## src/rtl/data_controller.sv

```systemverilog
// Tile fetch controller: issues dual-port block reads, pairs the returned tiles with
// their sideband and queues them in a small FIFO for a ready/valid consumer.
module data_controller #(
    parameter int DATA_W     = 128,
    parameter int FIFO_DEPTH = 4
) (
    input  logic              clk,
    input  logic              reset,
    input  logic [7:0]        input_addr_1_i,
    input  logic [7:0]        input_addr_2_i,
    input  logic              size_type_i,
    input  logic [7:0]        block_cnt_i,
    input  logic [3:0]        current_id_i,
    input  logic              input_request_i,
    output logic              memA_ren_o,
    output logic              memB_ren_o,
    output logic [11:0]       memA_addr_o,
    output logic [11:0]       memB_addr_o,
    input  logic [DATA_W-1:0] memA_rdata_i,
    input  logic [DATA_W-1:0] memB_rdata_i,
    output logic              tile_valid_o,
    input  logic              tile_ready_i,
    output logic [DATA_W-1:0] tile1_o,
    output logic [DATA_W-1:0] tile2_o,
    output logic              tile2_valid_o,
    output logic              tile_last_o,
    output logic              tile_size_type_o,
    output logic [3:0]        tile_id_o,
    output logic [2:0]        fifo_count_o,
    output logic              overflow_o,
    input  logic              clear_i
);

    localparam int         PTR_W    = (FIFO_DEPTH > 1) ? $clog2(FIFO_DEPTH) : 1;
    localparam logic [2:0] FULL_CNT = 3'(FIFO_DEPTH);

    // Worst case 15*255+255 = 4080 fits in 12 bits, so the truncation never wraps.
    function automatic logic [11:0] block_addr(input logic [3:0] id,
                                               input logic [7:0] blk,
                                               input logic [7:0] addr);
        return 12'(id) * 12'(blk) + 12'(addr);
    endfunction

    function automatic logic [PTR_W-1:0] next_ptr(input logic [PTR_W-1:0] p);
        return (p == PTR_W'(FIFO_DEPTH - 1)) ? '0 : p + 1'b1;
    endfunction

    logic addr2_vld;

    assign addr2_vld   = (input_addr_2_i != 8'hFF);
    assign memA_addr_o = block_addr(current_id_i, block_cnt_i, input_addr_1_i);
    assign memB_addr_o = block_addr(current_id_i, block_cnt_i, input_addr_2_i);
    assign memA_ren_o  = input_request_i & ~reset;
    assign memB_ren_o  = input_request_i & addr2_vld & ~reset;

    // ---- stage 1: sideband waits one cycle for the read data ----
    logic       vld_p1;
    logic       t2v_p1;
    logic [3:0] id_p1;
    logic       size_p1;

    always_ff @(posedge clk) begin
        if (reset) begin
            vld_p1  <= 1'b0;
            t2v_p1  <= 1'b0;
            id_p1   <= '0;
            size_p1 <= 1'b0;
        end else begin
            vld_p1  <= input_request_i;
            t2v_p1  <= addr2_vld;
            id_p1   <= current_id_i;
            size_p1 <= size_type_i;
        end
    end

    // ---- FIFO control ----
    logic [PTR_W-1:0] wr_ptr;
    logic [PTR_W-1:0] rd_ptr;
    logic [2:0]       count;
    logic             empty;
    logic             full;
    logic             pop;
    logic             wr_en;
    logic             drop;

    assign empty = (count == 3'd0);
    assign full  = (count == FULL_CNT);
    assign pop   = ~empty & tile_ready_i;
    // A simultaneous pop frees the head slot, so a push into a full FIFO still lands.
    assign wr_en = vld_p1 & (~full | pop) & ~reset;
    assign drop  = vld_p1 & full & ~pop;

    always_ff @(posedge clk) begin
        if (reset) begin
            wr_ptr <= '0;
            rd_ptr <= '0;
            count  <= 3'd0;
        end else begin
            if (wr_en) wr_ptr <= next_ptr(wr_ptr);
            if (pop)   rd_ptr <= next_ptr(rd_ptr);
            case ({wr_en, pop})
                2'b10:   count <= count + 3'd1;
                2'b01:   count <= count - 3'd1;
                default: count <= count;
            endcase
        end
    end

    // Set has priority over clear so a drop coinciding with clear_i is not lost.
    always_ff @(posedge clk) begin
        if (reset)        overflow_o <= 1'b0;
        else if (drop)    overflow_o <= 1'b1;
        else if (clear_i) overflow_o <= 1'b0;
    end

    // ---- FIFO storage: data path, not reset ----
    logic [DATA_W-1:0] t1_mem   [FIFO_DEPTH];
    logic [DATA_W-1:0] t2_mem   [FIFO_DEPTH];
    logic              t2v_mem  [FIFO_DEPTH];
    logic [3:0]        id_mem   [FIFO_DEPTH];
    logic              size_mem [FIFO_DEPTH];

    always_ff @(posedge clk) begin
        if (wr_en) begin
            t1_mem[wr_ptr]   <= memA_rdata_i;
            t2_mem[wr_ptr]   <= t2v_p1 ? memB_rdata_i : '0;
            t2v_mem[wr_ptr]  <= t2v_p1;
            id_mem[wr_ptr]   <= id_p1;
            size_mem[wr_ptr] <= size_p1;
        end
    end

    // ---- head outputs, forced to zero when nothing is queued ----
    assign tile_valid_o     = ~empty;
    assign tile1_o          = tile_valid_o ? t1_mem[rd_ptr] : '0;
    assign tile2_o          = tile_valid_o ? t2_mem[rd_ptr] : '0;
    assign tile2_valid_o    = tile_valid_o & t2v_mem[rd_ptr];
    assign tile_last_o      = tile_valid_o & ~t2v_mem[rd_ptr];
    assign tile_size_type_o = tile_valid_o & size_mem[rd_ptr];
    assign tile_id_o        = tile_valid_o ? id_mem[rd_ptr] : 4'd0;
    assign fifo_count_o     = count;

endmodule

```

## config.mk

```make
export PLATFORM = sky130hd
export DESIGN_NAME = data_controller
export DESIGN_NICKNAME = d
export VERILOG_FILES = /design/src/rtl/data_controller.sv
export SDC_FILE = /design/constraint.sdc
export NUM_CORES = 1
export LEC_CHECK = 0
export ABC_AREA = 1
export CAP_MARGIN = 20
export CORE_ASPECT_RATIO = 1.1
export CORE_MARGIN = 3
export CORE_UTILIZATION = 25
export CTS_BUF_LIST = sky130_fd_sc_hd__clkbuf_8 sky130_fd_sc_hd__clkbuf_16
export DETAILED_ROUTE_END_ITERATION = 12
export PLACE_DENSITY = 0.53
export SLEW_MARGIN = 10
export SYNTH_ARGS = -nofsm -noshare
export SYNTH_HDL_FRONTEND = slang
export SYNTH_SLANG_ARGS = --single-unit
```

## constraint.sdc

```tcl
create_clock -name clk -period 14.6 [get_ports clk]
set_input_delay 2.92 -clock clk [delete_from_list [all_inputs] [get_ports clk]]
set_output_delay 2.92 -clock clk [all_outputs]
set_load 0.03 [all_outputs]
```

==> Word level (Yosys, flattened, before mapping) <==
Memory sizes are Yosys's and may differ from the RTL's. A register that Yosys moved wholly into a read port is not among the register bits.
Cells that the tools add are included.
{ "totals": {"ram_bits": 1048, "n_memories": 5, "output_inout_bits": 294, "input_bits": 290, "word_cells": 67, "reg_bits": 15} }
{ "classes": {"reduce_logical": 3, "n_mul": 1, "n_eq_ne": 6, "mux": 21, "add_sub_neg": 6, "bitwise": 17} }
{ "memory_table": {"columns": ["name", "depth", "word_bits", "read_ports", "rd_ports_with_merged_regs", "write_ports", "line_no", "source"], "rows": [
  ["t1_mem", 4, 128, 1, 1, 1, "117", "logic [DATA_W-1:0] t1_mem [FIFO_DEPTH];"],
  ["t2_mem", 4, 128, 1, 1, 1, "118", "logic [DATA_W-1:0] t2_mem [FIFO_DEPTH];"],
  ["id_mem", 4, 4, 1, 1, 1, "120", "logic [3:0] id_mem [FIFO_DEPTH];"],
  ["size_mem", 4, 1, 1, 1, 1, "121", "logic size_mem [FIFO_DEPTH];"],
  ["t2v_mem", 4, 1, 1, 1, 1, "119", "logic t2v_mem [FIFO_DEPTH];"]
]} }
{ "op_table": {"columns": ["operator", "n"], "rows": [
  ["two-way mux 128 bit", 3],
  ["adder 12 x 8 -> 12 bit", 2],
  ["two-way mux 2 bit", 12],
  ["multiplier 4 x 8 -> 12 bit", 1],
  ["bitwise AND 1 bit", 11],
  ["inequality test 8 bit, second input constant", 1],
  ["equality test 2 bit, second input constant", 3],
  ["one-hot mux 3 bit (2 select lines)", 1],
  ["inverter 1 bit", 5],
  ["adder 2 x 1 -> 2 bit, second input constant", 2],
  ["two-way mux 1 bit", 4],
  ["two-way mux 4 bit", 1],
  ["nonzero test 2 bit", 2],
  ["adder 3 x 1 -> 3 bit, second input constant", 1],
  ["equality test 3 bit, second input constant", 1],
  ["logical NOT 3 bit", 1],
  ["subtractor 3 x 1 -> 3 bit, second input constant", 1],
  ["equality test 2 x 1 -> 1 bit, second input constant", 1],
  ["bitwise OR 1 bit", 1]
]} }

==> Logic depth before layout (Yosys ltp) <==
Gate-level depths: netlist of the first run.
{ "logic_depth": {"ltp_word": 8, "depth_mapped": 23, "ltp_nobuf": 22} }

==> Worst setup path before layout of the first run <==
No wires, ideal clock.
{ "synth_path": {"path_type": "input-to-reg", "start": "in tile_ready_i", "end": "mem id_mem[0][0], enable pin", "setup_slack_ps": -444, "required_ps": 13709, "path_buffers": 0, "t_arrival_ps": 14153, "stages": 5, "setup_time_ps": 891, "path_cell_list": "inv_1 -> nand3_1 -> and2_1 -> nand2_1 -> nor2_1"} }
{ "synth_via": {"elab_chain_len": 6} }
{ "synth_lines": {"columns": ["item", "line_no", "source"], "rows": [
  ["from (decl)", "22", "input logic tile_ready_i,"],
  ["bitwise AND 1 bit", "88", "assign pop = ~empty & tile_ready_i;"],
  ["bitwise OR 1 bit", "90", "assign wr_en = vld_p1 & (~full | pop) & ~reset;"],
  ["bitwise AND 1 bit (2 in series)", "90", null],
  ["two-way mux 1 bit", "124", "if (wr_en) begin"],
  ["two-way mux 1 bit (not written as such)", "128", "id_mem[wr_ptr] <= id_p1;"],
  ["to (decl)", "120", null]
]} }
No other way between the ends.

==> Worst setup path in the final report of the first run <==
{ "layout_path": {"start": "in current_id_i[1]", "end": "out memA_addr_o[11]"} }
{ "layout_via": {"elab_chain_len": 2} }
{ "layout_lines": {"columns": ["item", "line_no", "source"], "rows": [
  ["from (decl)", "13", "input logic [3:0] current_id_i,"],
  ["multiplier 4 x 8 -> 12 bit", "41", "return 12'(id) * 12'(blk) + 12'(addr);"],
  ["adder 12 x 8 -> 12 bit", "41", null],
  ["to (decl)", "17", "output logic [11:0] memA_addr_o,"]
]} }
No other way between the ends.

==> impl_metrics.env, run 1 <==
export IMPL_outcome="complete, no violations"
export IMPL_r2r_slack_ns=10.39
export IMPL_grt_max_degree=208
export IMPL_grt_overflow=0
export IMPL_crit_path_frequent_cell="nand2_1"
export IMPL_n_fill_cell=17300
export IMPL_crit_buf_inv=6
export IMPL_synthToLayoutAreaGrowth_pct=26.8
export IMPL_vias_per_cell=4.36
export IMPL_cpPeakStageDelay_ns=0.75
export IMPL_holdPathEnd="overflow_o$_SDFFE_PP0P_"
export IMPL_criticalPathCategory="in -> out"
export IMPL_cp_start_kind="input port"
export IMPL_crit_path_end_kind="output pin"
export IMPL_drtIter0Drc=1665
export IMPL_grt_pass1_vias=28200
export IMPL_yosys_warnings=0
export IMPL_finalCritPeriodShare=0.735
export IMPL_vias=29100
export IMPL_post_route_cell_area_mm2=0.0558
export IMPL_cts_setup_buffers=0
export IMPL_crit_arrival_ns=7.81
export IMPL_reg2reg_depth=8
export IMPL_wl_per_cell_um=18.9
export IMPL_wl_met3_mm=7.24
export IMPL_ys_seq_area_frac=0.723
export IMPL_worst_slew_pin_slew_ns=1.25
export IMPL_synthAdderAreaFrac=0.0182
export IMPL_drt_wl_total_mm=126
export IMPL_synth_xor_area_share=0.00358
export IMPL_htreeDepth=3
export IMPL_fp_dieW_um=406
export IMPL_syn_inst=3760
export IMPL_synth_nets=4105
export IMPL_synthSimpleGateAreaFrac=0.117
export IMPL_synth_compound_area_share=0.0941
export IMPL_first_pass_iters=5
export IMPL_tns_ns=0
export IMPL_worstPathCellList="clkdlybuf4s50_1, nand2_1, fa_1, inv_1, fa_1, inv_1, fa_1, inv_1, nand2_1, nand2_2, nand2_1, xnor2_1, ha_1, nand2_1, inv_1, a21oi_1, nand2_1, nand4_1, nand2_1, nand2_1, nand2_1, nand2_1, clkdlybuf4s50_1"
export IMPL_vdd_drop_max_mv=0.192
export IMPL_routed_wl_met2_mm=63.7
export IMPL_die_y_um=446
export IMPL_maxCapViolations=0
export IMPL_met1_length_mm=51.4
export IMPL_grt_pass1_wl_mm=185
export IMPL_insertion_delay_ns=0.75
export IMPL_holdBufCountCts=0
export IMPL_antenna_found_initial=27
export IMPL_fp_dieArea_mm2=0.181
export IMPL_ant_nets=0
export IMPL_nNetsFinal=4620
export IMPL_fin_crit_ns=10.73
export IMPL_top_layer="met5"
export IMPL_synth_area_mm2=0.0440
export IMPL_path_clk_slew_ns=0.06
export IMPL_grt_util_all_layers=0.135
export IMPL_reg2reg_to="t2_mem[1][75]$_DFFE_PP_"
export IMPL_core_area_mm2=0.174
export IMPL_critPathMaxFanout=9
export IMPL_power_leakage_nw=19.9
export IMPL_io_buffers=583
export IMPL_ctsRootBufferMaster="clkbuf_16"
export IMPL_slew_violations=0
export IMPL_syn_area_per_cell_um2=11.7
export IMPL_drc=0
export IMPL_synth_mux_area_frac=0
export IMPL_timing_hold_violations_final=0
export IMPL_hold_depth=2
export IMPL_setup_viol=0
export IMPL_crit_family="adder cells"
export IMPL_synth_cell_types=33
export IMPL_rsz0062_at_grt="no"
export IMPL_place_hpwl_mm=74.7
export IMPL_cts_made_buffers=115
export IMPL_hp_class="reg -> reg"
export IMPL_ctsLongestPathBuffers=3
export IMPL_worstReg2RegStart="fifo_count_o[0]$_SDFFE_PP0P_"
export IMPL_drive_gt1_frac=0.0503
export IMPL_power_density_mw_per_mm2=176
export IMPL_fmax_mhz=93.2
export IMPL_clock_sinks=1065
export IMPL_slowest_stage="clkdlybuf4s50_1"
export IMPL_skew_ns=0.0528
export IMPL_finalWeightedCongestion=0.772
export IMPL_cp_required_ns=11.68
export IMPL_cts_resized=0
export IMPL_rows=160
export IMPL_ioPinCount=584
export IMPL_dpl_instance_area_mm2=0.0520
export IMPL_initial_core_util=0.253
export IMPL_cts_tree="yes"
export IMPL_synth_seq_cells=1065
export IMPL_synth_top_family_by_area="simple AND/OR/NAND/NOR gates"
export IMPL_relSlewSlack=0.169
export IMPL_hp_start="overflow_o$_SDFFE_PP0P_"
tightest hold or removal path, stage by stage (launching register included):
cell	delay, ns
dfxtp_1	0.31
nand2_1	0.06
a21oi_1	0.05
placed cells by master (no fill, tap or decap), types with 16 or more instances in the layout:
master,Yosys,layout
o21ai_0,286,286
nor2_1,1070,1066
clkdlybuf4s50_1,0,583
nand2_1,243,243
clkbuf_16,0,115
nand3_1,20,20
edfxtp_1,1048,1048
clkinv_1,0,18
buf_4,47,31
inv_1,222,257
ha_1,40,40
o21ai_1,243,243
a21oi_1,283,283
clkinv_2,0,16
layout make-up:
class	count	area, µm²	area share
Timing Repair Buffer	621	6210	0.111
Sequential cell	1065	31800	0.570
Tap cell	2268	2840	0.0509
Multi-Input combinational cell	2247	10300	0.184
Clock buffer	124	3000	0.0538
Inverter	225	867	0.0155
Clock inverter	94	734	0.0132
Antenna cell	15	37.5	0.000673
cell families (layout without fill, tap and decap cells):
| kind of cell | after synthesis | count (layout) |
|---|---|---|
| DFF | 1065 | 1065 |
| other | 0 | 15 |
| AOI/OAI and AO/OA | 822 | 822 |
| buffers and inverters | 448 | 1064 |
| adders and majority gates | 55 | 55 |
| xor gates and xnor gates | 18 | 18 |
| and+or+nand+nor | 1352 | 1352 |
worst max path at each step:
stage / startpoint / end / slack (ns) / depth (start not counted)
after global routing: current_id_i[1] / memA_addr_o[11] / 3.39 / 23
after detailed placement: current_id_i[1] / memB_addr_o[11] / 3.77 / 23
after CTS: current_id_i[1] / memA_addr_o[11] / 3.73 / 23
after floorplan: tile_ready_i / id_mem[0][0]$_DFFE_PP_ / -0.44 / 5
final: current_id_i[1] / memA_addr_o[11] / 3.87 / 23
after global placement: current_id_i[1] / memA_addr_o[11] / 3.74 / 23
routing by layer:
layer	GRT usage	vias to the layer above
met5	0	-
met4	0.0494	12
met3	0.0305	197
met2	0.233	720
met1	0.163	14100
li1	-	14000
synthesized netlist by cell type:
master / count / area [µm²]
a31oi_1: 2 / 12.5
ha_1: 40 / 500
and2_1: 2 / 12.5
o21ai_1: 243 / 1220
o21bai_1: 2 / 15.0
o21ai_0: 286 / 1430
o211ai_1: 2 / 15.0
a21o_1: 1 / 7.51
buf_4: 47 / 353
nand4_1: 9 / 56.3
a211oi_1: 1 / 7.51
inv_1: 222 / 833
nand3_1: 20 / 100
nand3_2: 2 / 20.0
xnor2_1: 5 / 43.8
inv_2: 3 / 11.3
nand2_1: 243 / 912
nand2_2: 2 / 12.5
a21oi_1: 283 / 1420
nor2_2: 3 / 18.8
edfxtp_1: 1048 / 31500
o211a_1: 1 / 10.0
dfxtp_1: 17 / 340
a32oi_1: 1 / 8.76
nor2_1: 1070 / 4020
buf_6: 4 / 45.0
clkbuf_2: 1 / 5.00
buf_1: 18 / 67.6
xor2_1: 13 / 114
or2_1: 1 / 6.26
fa_1: 15 / 300
clkbuf_1: 108 / 405
buf_2: 45 / 225
per-stage QoR:
| stage | setup WS, ns | cells | total power [mW] | utilization | hold WS (ns) |
|---|---|---|---|---|---|
| 3_5_place_dp | 3.77 | 6426 | 7.09 | 0.299 | 0.462 |
| 3_3_place_gp | 3.74 | 6426 | 7.09 | 0.299 | 0.454 |
| 4_1_cts | 3.73 | 6644 | 9.97 | 0.320 | 0.470 |
| 5_1_grt | 3.39 | 6654 | 10.3 | 0.321 | 0.506 |
| 2_1_floorplan | -0.444 | 3760 | 5.62 | - | 0.438 |
| 6_report | 3.87 | 6659 | 9.80 | 0.321 | 0.466 |
flip-flops by register name (all words and copies together) (netlist names), named ones only:
name / cells
fifo_count_o: 3
id_p1: 4
vld_p1: 1
overflow_o: 1
t2v_p1: 1
size_mem: 4
id_mem: 16
rd_ptr: 2
size_p1: 1
t2v_mem: 4
t2_mem: 512
wr_ptr: 2
t1_mem: 512
power by group:
part | switching, mW | internal [mW] | total, mW
sequential | 0.0301 | 3.41 | 3.44
combinational | 2.38 | 1.15 | 3.53
clock | 1.23 | 1.60 | 2.83
total | 3.64 | 6.16 | 9.80
(Power assumes the default switching activity.)
==> run 2: changes to the inputs <==
clock period = 9.83 ns   (was 14.6 ns; I/O delays follow)
==> impl_metrics.env, run 2 (synthesis gave the netlist of run 1 again) <==
export IMPL_outcome="complete, no violations"
export IMPL_relSlewSlack=0.237
export IMPL_insertion_delay_ns=0.74
export IMPL_synthToLayoutAreaGrowth_pct=26.7
export IMPL_dpl_instance_area_mm2=0.0521
export IMPL_core_area_mm2=0.174
export IMPL_setup_viol=0
export IMPL_maxCapViolations=0
export IMPL_vias=29000
export IMPL_slew_violations=0
export IMPL_ioPinCount=584
export IMPL_rsz0062_at_grt="no"
export IMPL_cts_setup_buffers=0
export IMPL_initial_core_util=0.253
export IMPL_wl_per_cell_um=19.1
export IMPL_vdd_drop_max_mv=0.289
export IMPL_cp_start_kind="input port"
export IMPL_drtIter0Drc=1635
export IMPL_worst_slew_pin_slew_ns=1.14
export IMPL_n_fill_cell=17300
export IMPL_layout_cells_most_common="nor2_1"
export IMPL_final_seq_area_mm2=0.0318
export IMPL_place_hpwl_mm=74.2
export IMPL_post_route_cell_area_mm2=0.0557
export IMPL_multiInputGateArea_mm2=0.0103
export IMPL_dp_cells=6422
export IMPL_cts_tree="yes"
export IMPL_drt_wl_total_mm=127
export IMPL_holdBufCountCts=0
export IMPL_io_buffers=583
export IMPL_cp_required_ns=7.86
export IMPL_ctsRootBufferMaster="clkbuf_16"
export IMPL_fp_dieArea_mm2=0.181
export IMPL_grt_pass1_vias=28200
export IMPL_ctsLongestPathBuffers=3
export IMPL_path_clk_slew_ns=0.06
export IMPL_drive_gt1_frac=0.0456
export IMPL_htreeDepth=3
export IMPL_grt_overflow=0
export IMPL_antenna_found_initial=26
export IMPL_critPathMaxFanout=9
export IMPL_ant_nets=0
export IMPL_skew_ns=0.0596
export IMPL_rows=160
export IMPL_place_ws_ns=0.912
export IMPL_finalWeightedCongestion=0.759
export IMPL_crit_arrival_ns=6.89
export IMPL_finalCritPeriodShare=0.901
export IMPL_layout_common_cells="1066 x nor2_1, 1048 x edfxtp_1, 583 x clkdlybuf4s50_1"
export IMPL_first_pass_iters=5
export IMPL_criticalPathCategory="in -> out"
export IMPL_power_density_mw_per_mm2=261
export IMPL_clock_sinks=1065
export IMPL_nNetsFinal=4615
export IMPL_fp_dieW_um=406
export IMPL_die_y_um=446
export IMPL_hp_class="reg -> reg"
export IMPL_grt_util_all_layers=0.135
export IMPL_top_regs="t1_mem: 512 flops, t2_mem: 512 flops, id_mem: 16 flops"
export IMPL_fin_crit_ns=8.85
export IMPL_timing_hold_violations_final=0
export IMPL_drc=0
export IMPL_grt_pass1_wl_mm=185
export IMPL_vias_per_cell=4.36
export IMPL_cts_made_buffers=114
export IMPL_crit_path_end_kind="output pin"
export IMPL_power_leakage_nw=19.8
export IMPL_grt_max_degree=209
export IMPL_cts_resized=0
export IMPL_tns_ns=0
export IMPL_fin_cells=6646
export IMPL_finalWorstSetupSlack_ns=0.977
export IMPL_fmax_mhz=113
run 2: cell types whose count changed in the layout (fill, tap and decap cells not counted), moves of 2 or more:
cell / before / now
clkinv_1: 18 / 31
clkinv_8: 0 / 2
inv_1: 257 / 251
clkbuf_8: 9 / 2
bufinv_16: 6 / 9
clkinv_4: 7 / 1
clkinv_2: 16 / 11
buf_12: 7 / 13
inv_8: 5 / 3
buf_4: 31 / 21
run 2: critical path: stages:
cell	delay, ns
clkdlybuf4s50_1	0.76
nand2_1	0.15
fa_1	0.55
inv_1	0.05
fa_1	0.52
inv_1	0.06
fa_1	0.39
inv_1	0.07
nand2_1	0.05
nand2_2	0.08
nand2_1	0.07
xnor2_1	0.39
ha_1	0.34
nand2_1	0.09
inv_1	0.04
a21oi_1	0.13
nand2_1	0.11
nand4_1	0.12
nand2_1	0.09
nand2_1	0.07
nand2_1	0.04
nand2_1	0.06
clkdlybuf4s50_1	0.67
run 2: cell type report:
| cell class | instances | area share |
|---|---|---|
| tap | 2268 | 0.0509 |
| clock buffer | 117 | 0.0521 |
| timing repair buffer | 617 | 0.112 |
| inverter | 225 | 0.0156 |
| clock inverter | 91 | 0.0132 |
| multi-input combinational | 2247 | 0.184 |
| antenna | 16 | 0.000718 |
| sequential | 1065 | 0.571 |
run 2: worst paths after layout:
kind,cells past startpoint,start,endpoint,slack [ns]
min,2,overflow_o$_SDFFE_PP0P_,overflow_o$_SDFFE_PP0P_,0.47
max,23,current_id_i[1],memA_addr_o[11],0.98
min reg2reg,2,overflow_o$_SDFFE_PP0P_,overflow_o$_SDFFE_PP0P_,0.47
max reg2reg,7,fifo_count_o[0]$_SDFFE_PP0P_,t1_mem[3][15]$_DFFE_PP_,6.40
run 2: metal layers:
metal / GRT usage / wire, µm / up-vias
met2: 0.237 / 64500 / 629
li1: - / - / 14000
met1: 0.164 / 52500 / 14200
met3: 0.0306 / 6820 / 165
met4: 0.0437 / 3060 / 6
met5: 0 / 47 / -
run 2: power breakdown:
group          switching [mW]  internal, mW
Sequential             0.0703          5.07
Clock                    1.79          2.37
Combinational            3.51          1.72
run 2: per-stage QoR:
step           utilization  total power, mW  hold slack, ns
2_1_floorplan            -             8.35           0.438
3_3_place_gp         0.299             10.5           0.454
3_5_place_dp         0.299             10.6           0.463
4_1_cts              0.320             14.8           0.471
5_1_grt              0.320             15.3           0.505
6_report             0.320             14.5           0.466
==> patch, RTL diff (settings of run 1) <==
Put one more register stage on the output `fifo_count_o`, without a reset. The value now appears one clock later. The other outputs are not delayed to match.
--- a/src/rtl/data_controller.sv
+++ b/src/rtl/data_controller.sv
@@ -138,7 +138,9 @@
     assign tile_last_o      = tile_valid_o & ~t2v_mem[rd_ptr];
     assign tile_size_type_o = tile_valid_o & size_mem[rd_ptr];
     assign tile_id_o        = tile_valid_o ? id_mem[rd_ptr] : 4'd0;
-    assign fifo_count_o     = count;
+    always_ff @(posedge clk) begin
+        fifo_count_o <= count;
+    end
 
 endmodule
 
Function: changed (a bounded check fails within 4 cycles, from zero or initial values and one cycle with reset high).
==> patch against run 1 <==
Sequential cell count up 3. Routed wire length up 1.6%. Final area up 0.12%. Via count up 0.29%. Combinational power about the same. Setup slack worse by 0.081 ns. Fmax down 0.74%. Worst hold slack worse by 0.10 ns. Total power up 0.70%. Clock skew down 0.0088 ns. Area after synthesis up 0.14%.
==> patch: results <==
INSERT INTO impl_metrics (metric_group, metric, value, unit) VALUES
('cells_and_area', 'post_layout_nets', '4622', ''),
('sta', 'clock_skew', '0.0440', 'ns'),
('placed_design', 'place_area', '52100', 'um2'),
('sta', 'relative_slew_slack', '0.188', ''),
('placed_design', 'place_hpwl', '75.8', 'mm'),
('cells_and_area', 'fraction_of_final_layout_cells_with_drive_strength_greater_than_1', '0.0476', ''),
('placed_design', 'dp.cells', '6427', ''),
('route', 'drt_iter0_markers', '1626', ''),
('route', 'route.vias.total', '29145', ''),
('clock_tree', 'number_of_buffers_inserted_during_clock_tree_synthesis', '116', ''),
('power_and_ir_drop', 'irDropWorstVdd', '0.148', 'mV'),
('synth', 'avgSynthCellArea', '11.7', 'um2'),
('global_routing', 'grt_util_met2', '0.237', ''),
('global_routing', 'grt_pass1_vias', '28365', ''),
('synth', 'seq_area_frac_synth', '0.723', ''),
('global_routing', 'grtUsageMet1', '0.168', ''),
('outcome', 'status', 'complete, no violations', ''),
('cells_and_area', 'instances_no_fill', '6650', ''),
('global_routing', 'grt_antenna_before_repair', '20', ''),
('global_routing', 'grt_max_degree', '206', ''),
('route', 'drt_total_wl', '128', 'mm'),
('power_and_ir_drop', 'static-leakage-power', '0.0199', 'uW'),
('global_routing', 'grt.total_usage', '0.137', ''),
('synth', 'synth_fp_nets', '4108', ''),
('global_routing', 'grt_pass1_wl', '187', 'mm');
patch: cell types whose count changed in the layout (fill, tap and decap cells not counted), moves of 3 or more:
cell / before / now
sky130_fd_sc_hd__dfxtp_1: 14 / 17
sky130_fd_sc_hd__clkinv_1: 18 / 21
sky130_fd_sc_hd__clkinv_4: 7 / 2
sky130_fd_sc_hd__clkbuf_8: 9 / 4
sky130_fd_sc_hd__bufinv_16: 6 / 9
sky130_fd_sc_hd__clkinv_2: 16 / 11
patch: cell type report:
class | instances | area (um2)
fillers | 17281 | 118000
flip-flops and latches | 1068 | 31900
multi-input cells | 2247 | 10300
repair buffers | 619 | 6190
clock buffers | 121 | 2980
well taps | 2268 | 2840
inverters | 225 | 867
clock inverters | 89 | 782
diodes | 13 | 32.5
patch: metal layers:
| metal | up-vias | part of all wire |
|---|---|---|
| met5 | - | 0.00048 |
| met3 | 165 | 0.059 |
| met4 | 8 | 0.022 |
| met2 | 638 | 0.51 |
| met1 | 14334 | 0.41 |
| li1 | 14000 | - |
patch: worst paths after layout:
check | from | to | slack (ns) | cells past startpoint
min | count[2] | fifo_count_o[2] | 0.36 | 0
max reg2reg | count[0] | t2_mem[3][76] | 10.59 | 7
max | current_id_i[1] | memB_addr_o[11] | 3.79 | 23
min reg2reg | count[2] | fifo_count_o[2] | 0.36 | 0
patch: logic make-up (layout without fill, tap and decap cells):
kind of cell / after synthesis / count (layout) / synth area share
DFF: 1068 / 1068 / 0.723
AOI/OAI and AO/OA: 822 / 822 / 0.0939
xor gates and xnor gates: 18 / 18 / 0.00358
buffers and inverters: 448 / 1054 / 0.0441
other: 0 / 13 / 0
and+or+nand+nor: 1352 / 1352 / 0.117
adders and majority gates: 55 / 55 / 0.0182
patch: worst register-to-register path: stages, from the launching register on:
cell and delay [ns]:
sky130_fd_sc_hd__dfxtp_1 0.39, sky130_fd_sc_hd__nor2_1 0.10, sky130_fd_sc_hd__nand3_1 0.06, sky130_fd_sc_hd__and2_1 0.16, sky130_fd_sc_hd__nand2_1 0.26, sky130_fd_sc_hd__nor2_4 0.82
sky130_fd_sc_hd__buf_4 0.89, sky130_fd_sc_hd__buf_4 0.87
patch: power breakdown:
group	switching [uW]	internal [uW]
clock	1220	1640
combinational	2390	1160
sequential	49.0	3420
total	3650	6210
patch: metrics by stage:
| step | hold slack [ns] | setup slack [ns] | setup TNS (ns) |
|---|---|---|---|
| 5_1_grt | 0.368 | 3.37 | 0 |
| 6_report | 0.363 | 3.79 | 0 |
| 3_3_place_gp | 0.374 | 3.74 | 0 |
| 3_5_place_dp | 0.380 | 3.73 | 0 |
| 4_1_cts | 0.366 | 3.69 | 0 |
| 2_1_floorplan | 0.361 | -0.438 | -459.10 |
